File: src/rtl/lambda_requant.sv
// lambda_requant: bias add, Q-format multiply, rounding shift, zero point and clamp, then an output FIFO.
// Optional LAMBDA_REQUANT_RELU_EN raises the lower clamp bound from 0 to out_zp (fused ReLU).
module lambda_requant #(
    parameter int unsigned ACC_WIDTH       = 32,
    parameter int unsigned DATA_WIDTH      = 8,
    parameter int unsigned MULT_WIDTH      = 32,
    parameter int unsigned SHIFT_WIDTH     = 6,
    parameter int unsigned FIFO_DEPTH      = 4,
    parameter int unsigned LOG2_FIFO_DEPTH = 2
) (
    input  logic                       clk,
    input  logic                       rst_n,
    input  logic [ACC_WIDTH-1:0]       i_acc,
    input  logic                       i_acc_valid,
    input  logic [ACC_WIDTH-1:0]       i_bias,
    input  logic [MULT_WIDTH-1:0]      i_mult,
    input  logic [SHIFT_WIDTH-1:0]     i_shift,
    input  logic [DATA_WIDTH-1:0]      i_out_zp,
    input  logic                       i_cfg_valid,
    input  logic                       i_clear_err,
    output logic [DATA_WIDTH-1:0]      o_data,
    output logic                       o_data_valid,
    input  logic                       i_data_ready,
    output logic                       o_idle,
    output logic                       o_overflow,
    output logic                       o_cfg_err,
    output logic [LOG2_FIFO_DEPTH:0]   o_fifo_count
);
    localparam int unsigned S1W = ACC_WIDTH + 1;
    localparam int unsigned PW  = S1W + MULT_WIDTH;
    localparam int unsigned RW  = PW + 1;
    localparam logic signed [RW:0] HI = (RW + 1)'(2 ** DATA_WIDTH - 1);
    localparam logic [LOG2_FIFO_DEPTH:0] FULL_CNT = (LOG2_FIFO_DEPTH + 1)'(FIFO_DEPTH);
    localparam logic [LOG2_FIFO_DEPTH-1:0] LAST_PTR = LOG2_FIFO_DEPTH'(FIFO_DEPTH - 1);

    logic signed [ACC_WIDTH-1:0]  bias_q;
    logic signed [MULT_WIDTH-1:0] mult_q;
    logic [SHIFT_WIDTH-1:0]       shift_q;
    logic [DATA_WIDTH-1:0]        zp_q;

    logic                  v1_q, v2_q, v3_q, v4_q;
    logic signed [S1W-1:0] s1_q, s1_d;
    logic signed [PW-1:0]  p_q, p_d;
    logic signed [RW-1:0]  r_q, r_d, p_ext, rnd;
    logic signed [RW:0]    y, lo;
    logic [DATA_WIDTH-1:0] y4_q, y4_d;

    logic [DATA_WIDTH-1:0]        mem [FIFO_DEPTH];
    logic [LOG2_FIFO_DEPTH-1:0]   wr_ptr_q, rd_ptr_q;
    logic [LOG2_FIFO_DEPTH:0]     count_q, count_d;
    logic                         pop, push_ok, drop, full;
    logic                         overflow_q, cfg_err_q;

    always_comb begin
        s1_d  = $signed({i_acc[ACC_WIDTH-1], i_acc}) + $signed({bias_q[ACC_WIDTH-1], bias_q});
        p_d   = PW'(s1_q) * PW'(mult_q);
        p_ext = RW'(p_q);
        rnd   = '0;
        if (shift_q != '0) begin
            rnd = $signed(RW'(1'b1) << (shift_q - SHIFT_WIDTH'(1)));
        end
        r_d = (p_ext + rnd) >>> shift_q;
        y   = (RW + 1)'(r_q) + $signed((RW + 1)'(zp_q));
`ifdef LAMBDA_REQUANT_RELU_EN
        lo = $signed((RW + 1)'(zp_q));
`else
        lo = '0;
`endif
        if (y < lo) begin
            y4_d = lo[DATA_WIDTH-1:0];
        end else if (y > HI) begin
            y4_d = HI[DATA_WIDTH-1:0];
        end else begin
            y4_d = y[DATA_WIDTH-1:0];
        end
    end

    always_comb begin
        full    = (count_q == FULL_CNT);
        pop     = (count_q != '0) && i_data_ready;
        push_ok = v4_q && (!full || pop);
        drop    = v4_q && full && !pop;
        count_d = count_q;
        if (push_ok && !pop) begin
            count_d = count_q + 1'b1;
        end else if (!push_ok && pop) begin
            count_d = count_q - 1'b1;
        end
    end

    assign o_idle       = !(v1_q || v2_q || v3_q || v4_q) && (count_q == '0);
    assign o_data_valid = (count_q != '0);
    assign o_data       = (count_q != '0) ? mem[rd_ptr_q] : '0;
    assign o_fifo_count = count_q;
    assign o_overflow   = overflow_q;
    assign o_cfg_err    = cfg_err_q;

    always_ff @(posedge clk or negedge rst_n) begin
        if (!rst_n) begin
            bias_q     <= '0;
            mult_q     <= '0;
            shift_q    <= '0;
            zp_q       <= '0;
            v1_q       <= 1'b0;
            v2_q       <= 1'b0;
            v3_q       <= 1'b0;
            v4_q       <= 1'b0;
            s1_q       <= '0;
            p_q        <= '0;
            r_q        <= '0;
            y4_q       <= '0;
            wr_ptr_q   <= '0;
            rd_ptr_q   <= '0;
            count_q    <= '0;
            overflow_q <= 1'b0;
            cfg_err_q  <= 1'b0;
        end else begin
            if (i_cfg_valid && o_idle) begin
                bias_q  <= i_bias;
                mult_q  <= i_mult;
                shift_q <= i_shift;
                zp_q    <= i_out_zp;
            end
            v1_q <= i_acc_valid;
            v2_q <= v1_q;
            v3_q <= v2_q;
            v4_q <= v3_q;
            s1_q <= s1_d;
            p_q  <= p_d;
            r_q  <= r_d;
            y4_q <= y4_d;
            if (push_ok) begin
                wr_ptr_q <= (wr_ptr_q == LAST_PTR) ? '0 : wr_ptr_q + 1'b1;
            end
            if (pop) begin
                rd_ptr_q <= (rd_ptr_q == LAST_PTR) ? '0 : rd_ptr_q + 1'b1;
            end
            count_q    <= count_d;
            // A new error event outranks a simultaneous clear.
            overflow_q <= drop || (overflow_q && !i_clear_err);
            cfg_err_q  <= (i_cfg_valid && !o_idle) || (cfg_err_q && !i_clear_err);
        end
    end

    always_ff @(posedge clk) begin
        if (push_ok) begin
            mem[wr_ptr_q] <= y4_q;
        end
    end
endmodule

File: config.mk
export PLATFORM = sky130hd
export DESIGN_NAME = lambda_requant
export DESIGN_NICKNAME = d
export VERILOG_FILES = /design/src/rtl/lambda_requant.sv
export SDC_FILE = /design/constraint.sdc
export NUM_CORES = 2
export LEC_CHECK = 0
export BUFFER_PORTS_ARGS = -buffer_cell sky130_fd_sc_hd__buf_2
export CAP_MARGIN = 5
export CORE_ASPECT_RATIO = 2
export CORE_UTILIZATION = 46
export DETAILED_ROUTE_END_ITERATION = 10
export GPL_TIMING_DRIVEN = 0
export PLACE_DENSITY_LB_ADDON = 0.1
export SLEW_MARGIN = 20
export SYNTH_ARGS = -nofsm -noshare
export SYNTH_HDL_FRONTEND = slang
export SYNTH_SLANG_ARGS = --single-unit
File: constraint.sdc
create_clock -name clk -period 8.05 [get_ports clk]
set_input_delay 0.4025 -clock clk [delete_from_list [all_inputs] [get_ports clk]]
set_output_delay 0.4025 -clock clk [all_outputs]
set_load 0.1 [all_outputs]
==> key figures <==
Run status
  • Status: finished, violations left
  • Failing checks: negative setup slack

Synth
  • Post-synth EDFFs: 32
  • Dominant synthesized flop cell: dfrtp_1
  • Cells after Synth: 6514
  • Sequential cell area fraction in the yosys report: 12.61%
  • Share of the synthesized area in the top cell type: 37.35%
  • Yosys cell types: 114
  • Syn_nets: 8044
  • Top post-synthesis cells by area: fa_1, dfrtp_1, inv_1
  • Mapped Area: 0.05982 mm²
  • Flops & latches, synth: 295
  • Syn Area/Cell: 9.183 µm²
  • Post-synth ARST share: 89.15%
  • YS warnings: 0
  • Largest area contributor in the netlist: fa_1

STA
  • Minimum clock period: 8.392 ns
  • Fin. Hold Viols: 0
  • Worst setup margin: -0.3416 ns
  • Worst Skew: 0.08156 ns
  • Final setup fails: 19
  • Period utilization: 104.2%
  • Max Freq: 119.2 MHz
  • Worst Hold Margin: 0.007835 ns
  • Max_slew headroom: 8.016%
  • Final slew viol count: 0
  • Least-Margin Pin Slew: 1.380 ns
  • RSZ-0062 raised after global routing: true

Route
  • Met1 WL: 82010 µm
  • WL met3: 26060 µm
  • Routed wire per std cell: 36.68 µm
  • Pre-antenna DRT Iters: 8
  • Antenna Violating Nets Remaining: 0
  • Met2 WL: 156200 µm
  • Via density: 6.378
  • DRT Wirelength: 317500 µm
  • DR top layer: met5
  • DRC violations left: 0
  • Iter 0 DRT Violations: 5361
  • Vias: 55220

Setup path
  • Crit path kind: reg -> reg
  • Reg-to-Reg End: p_q[63]$_DFF_PN0_
  • Critical path's most frequent cell: fa_1
  • Worst reg2reg setup slack: -0.34 ns
  • Worst Path Required: 8.68 ns
  • CP startpoint kind: flop
  • CP max-delay cell: fa_1
  • Crit. End Element: flop
  • Reg-to-reg startpoint: mult_q[19]$_DFFE_PN0P_
  • Reg2reg path depth: 28
  • CP Data Arrival Time: 9.02 ns
  • Critical path origin: mult_q[19]$_DFFE_PN0P_
  • Worst Path Max Fanout: 10
  • CP max stage delay: 0.69 ns

Final layout
  • Fill count: 11810
  • Fin nets: 8432
  • FF/Latch Area: 0.007631 mm²
  • Post-Layout Cell Count: 8657
  • Commonest non-fill, non-tap cells in the layout: fa_1, inv_1, nand2_1
  • Most common cell after layout, fill and taps aside: fa_1
  • P&R area growth vs syn: 16.06%
  • Footprint of the multi-input gates: 0.04840 mm²
  • Layout cells sized above 1: 16.75%
  • Final Util: 53.95%

Global route
  • Pin count of the biggest net entering global routing: 84
  • Vias in the first global route: 59700
  • GRT Total Usage: 50.09%
  • First-pass GRT wire length: 459300 µm
  • Initial antenna violation count: 32
  • Global route overflow: 0

Hold path
  • Worst hold start: i_acc[31]
  • Worst hold stages: 3
  • Hold Crit Class: in -> reg
  • Worst Hold End: s1_q[31]$_DFF_PN0_

Place
  • Dpl cells: 8352
  • Final GP Congestion: 1.131
  • I/O Buffers: 130
  • HPWL after DPL: 253900 µm

Clock tree
  • Max clock buf depth: 3
  • Clk_lat worst skew: 0.77 ns
  • Cts bufs inserted: 30
  • H-tree levels: 1
  • Num Clock Sinks: 295
  • CTS tree: built
  • Clock tree root driver cell: clkbuf_16
  • Clk slew on worst S/H paths: 0.07 ns

Floorplan
  • CORE AREA: 0.1287 mm²
  • # rows: 186
  • DIE AREA: 0.1316 mm²
  • Chip Height: 512.0 µm
  • Initial core utilization: 46.48%
  • Die width: 257.0 µm
  • I/O pin count: 131

Run
  • Max-Cap Viols: 0
-- cell type report --
class	count	share of cell area (%)
multi-input cells	4794	69.71
flip-flops and latches	295	10.99
inverters	1057	5.762
plain buffers	352	4.471
repair buffers	372	4.289
well taps	1692	3.049
clock buffers	35	1.137
clock inverters	20	0.4451
diodes	40	0.1442
-- metal layers --
layer	vias up	global-route usage [%]
met5	-	0.5556
met3	2245	16.96
li1	21710	-
met4	10	61.01
met1	27470	42.20
met2	3786	83.71
-- registers in the layout (all words and copies together), names as in the netlist, 2 cells and up --
register      cells
bias_q           32
mem              32
mult_q           32
o_fifo_count      3
p_q              65
r_q              66
rd_ptr_q          2
s1_q             33
shift_q           6
wr_ptr_q          2
y4_q              8
zp_q              8
-- kinds of logic after synthesis --
logic type                 Yosys count  share of synthesized area, %
and+or+nand+nor                   2034                         16.87
buffers and inverters             1425                         9.072
adders and majority gates         1414                         43.58
AOI/OAI and AO/OA                  964                         11.06
DFF                                295                         12.61
muxes                              209                         4.273
xor gates and xnor gates           173                         2.533
-- through the flow --
step / area, µm² / setup WS [ns] / TNS (ns)
detailed placement: 62900 / -2.926 / -157.83
global route: 69380 / -0.6311 / -10.93
floorplan: 59820 / 0.1095 / 0
finish: 69430 / -0.3416 / -1.866
CTS: 68230 / -0.1576 / -0.2869
global placement: 62590 / -2.852 / -182.74
-- how the worst max path moves through the flow --
stage,cells after the start,endpoint
6_report,28,p_q[63]$_DFF_PN0_
3_3_place_gp,27,p_q[63]$_DFF_PN0_
5_1_grt,28,p_q[63]$_DFF_PN0_
4_1_cts,28,p_q[63]$_DFF_PN0_
2_1_floorplan,30,p_q[64]$_DFF_PN0_
3_5_place_dp,27,p_q[63]$_DFF_PN0_
-- worst max-delay path, delay by kind of cell (launching register included) --
kind / cells / cell delay (ns)
XOR/XNOR: 1 / 0.18
buffers and inverters: 6 / 1.01
AND/OR/NAND/NOR: 3 / 0.39
AO/OA/AOI/OAI: 9 / 1.69
adder cells (fa/ha/maj): 9 / 4.49
flip-flops: 1 / 0.49
-- synth_stat cells (19+ instances only) --
library cell and count:
fa_1 1116, inv_1 1053, nand2_1 757, and2_1 556, clkbuf_1 302, ha_1 298, nor2_1 265, dfrtp_1 263
a21oi_1 239, o21ai_0 163, xnor2_1 121, mux2_2 107, nor3_1 90, nand3_1 79, a21o_1 76, mux2i_1 75
nand4_1 56, xor2_1 52, nor2b_1 51, o21a_1 49, a211oi_1 48, o211ai_1 40, buf_2 37, nand2b_1 36
a31oi_1 35, and3_1 35, edfxtp_1 32, mux4_2 26, buf_1 23, o21bai_1 23, or3_1 21, nor4_1 20
o22ai_1 19
-- what timing repair did --
item,in CTS,in global routing
hold buffers,80,3
gates cloned,1,1
buffers inserted,94,42
pin swaps,78,70
setup endpoints to repair,111,73
gates resized for setup,778,203
endpoints found under the hold margin,207,3
Power is not shown: default switching activity piles up to over one toggle a cycle in this logic, so the estimate is an artifact.
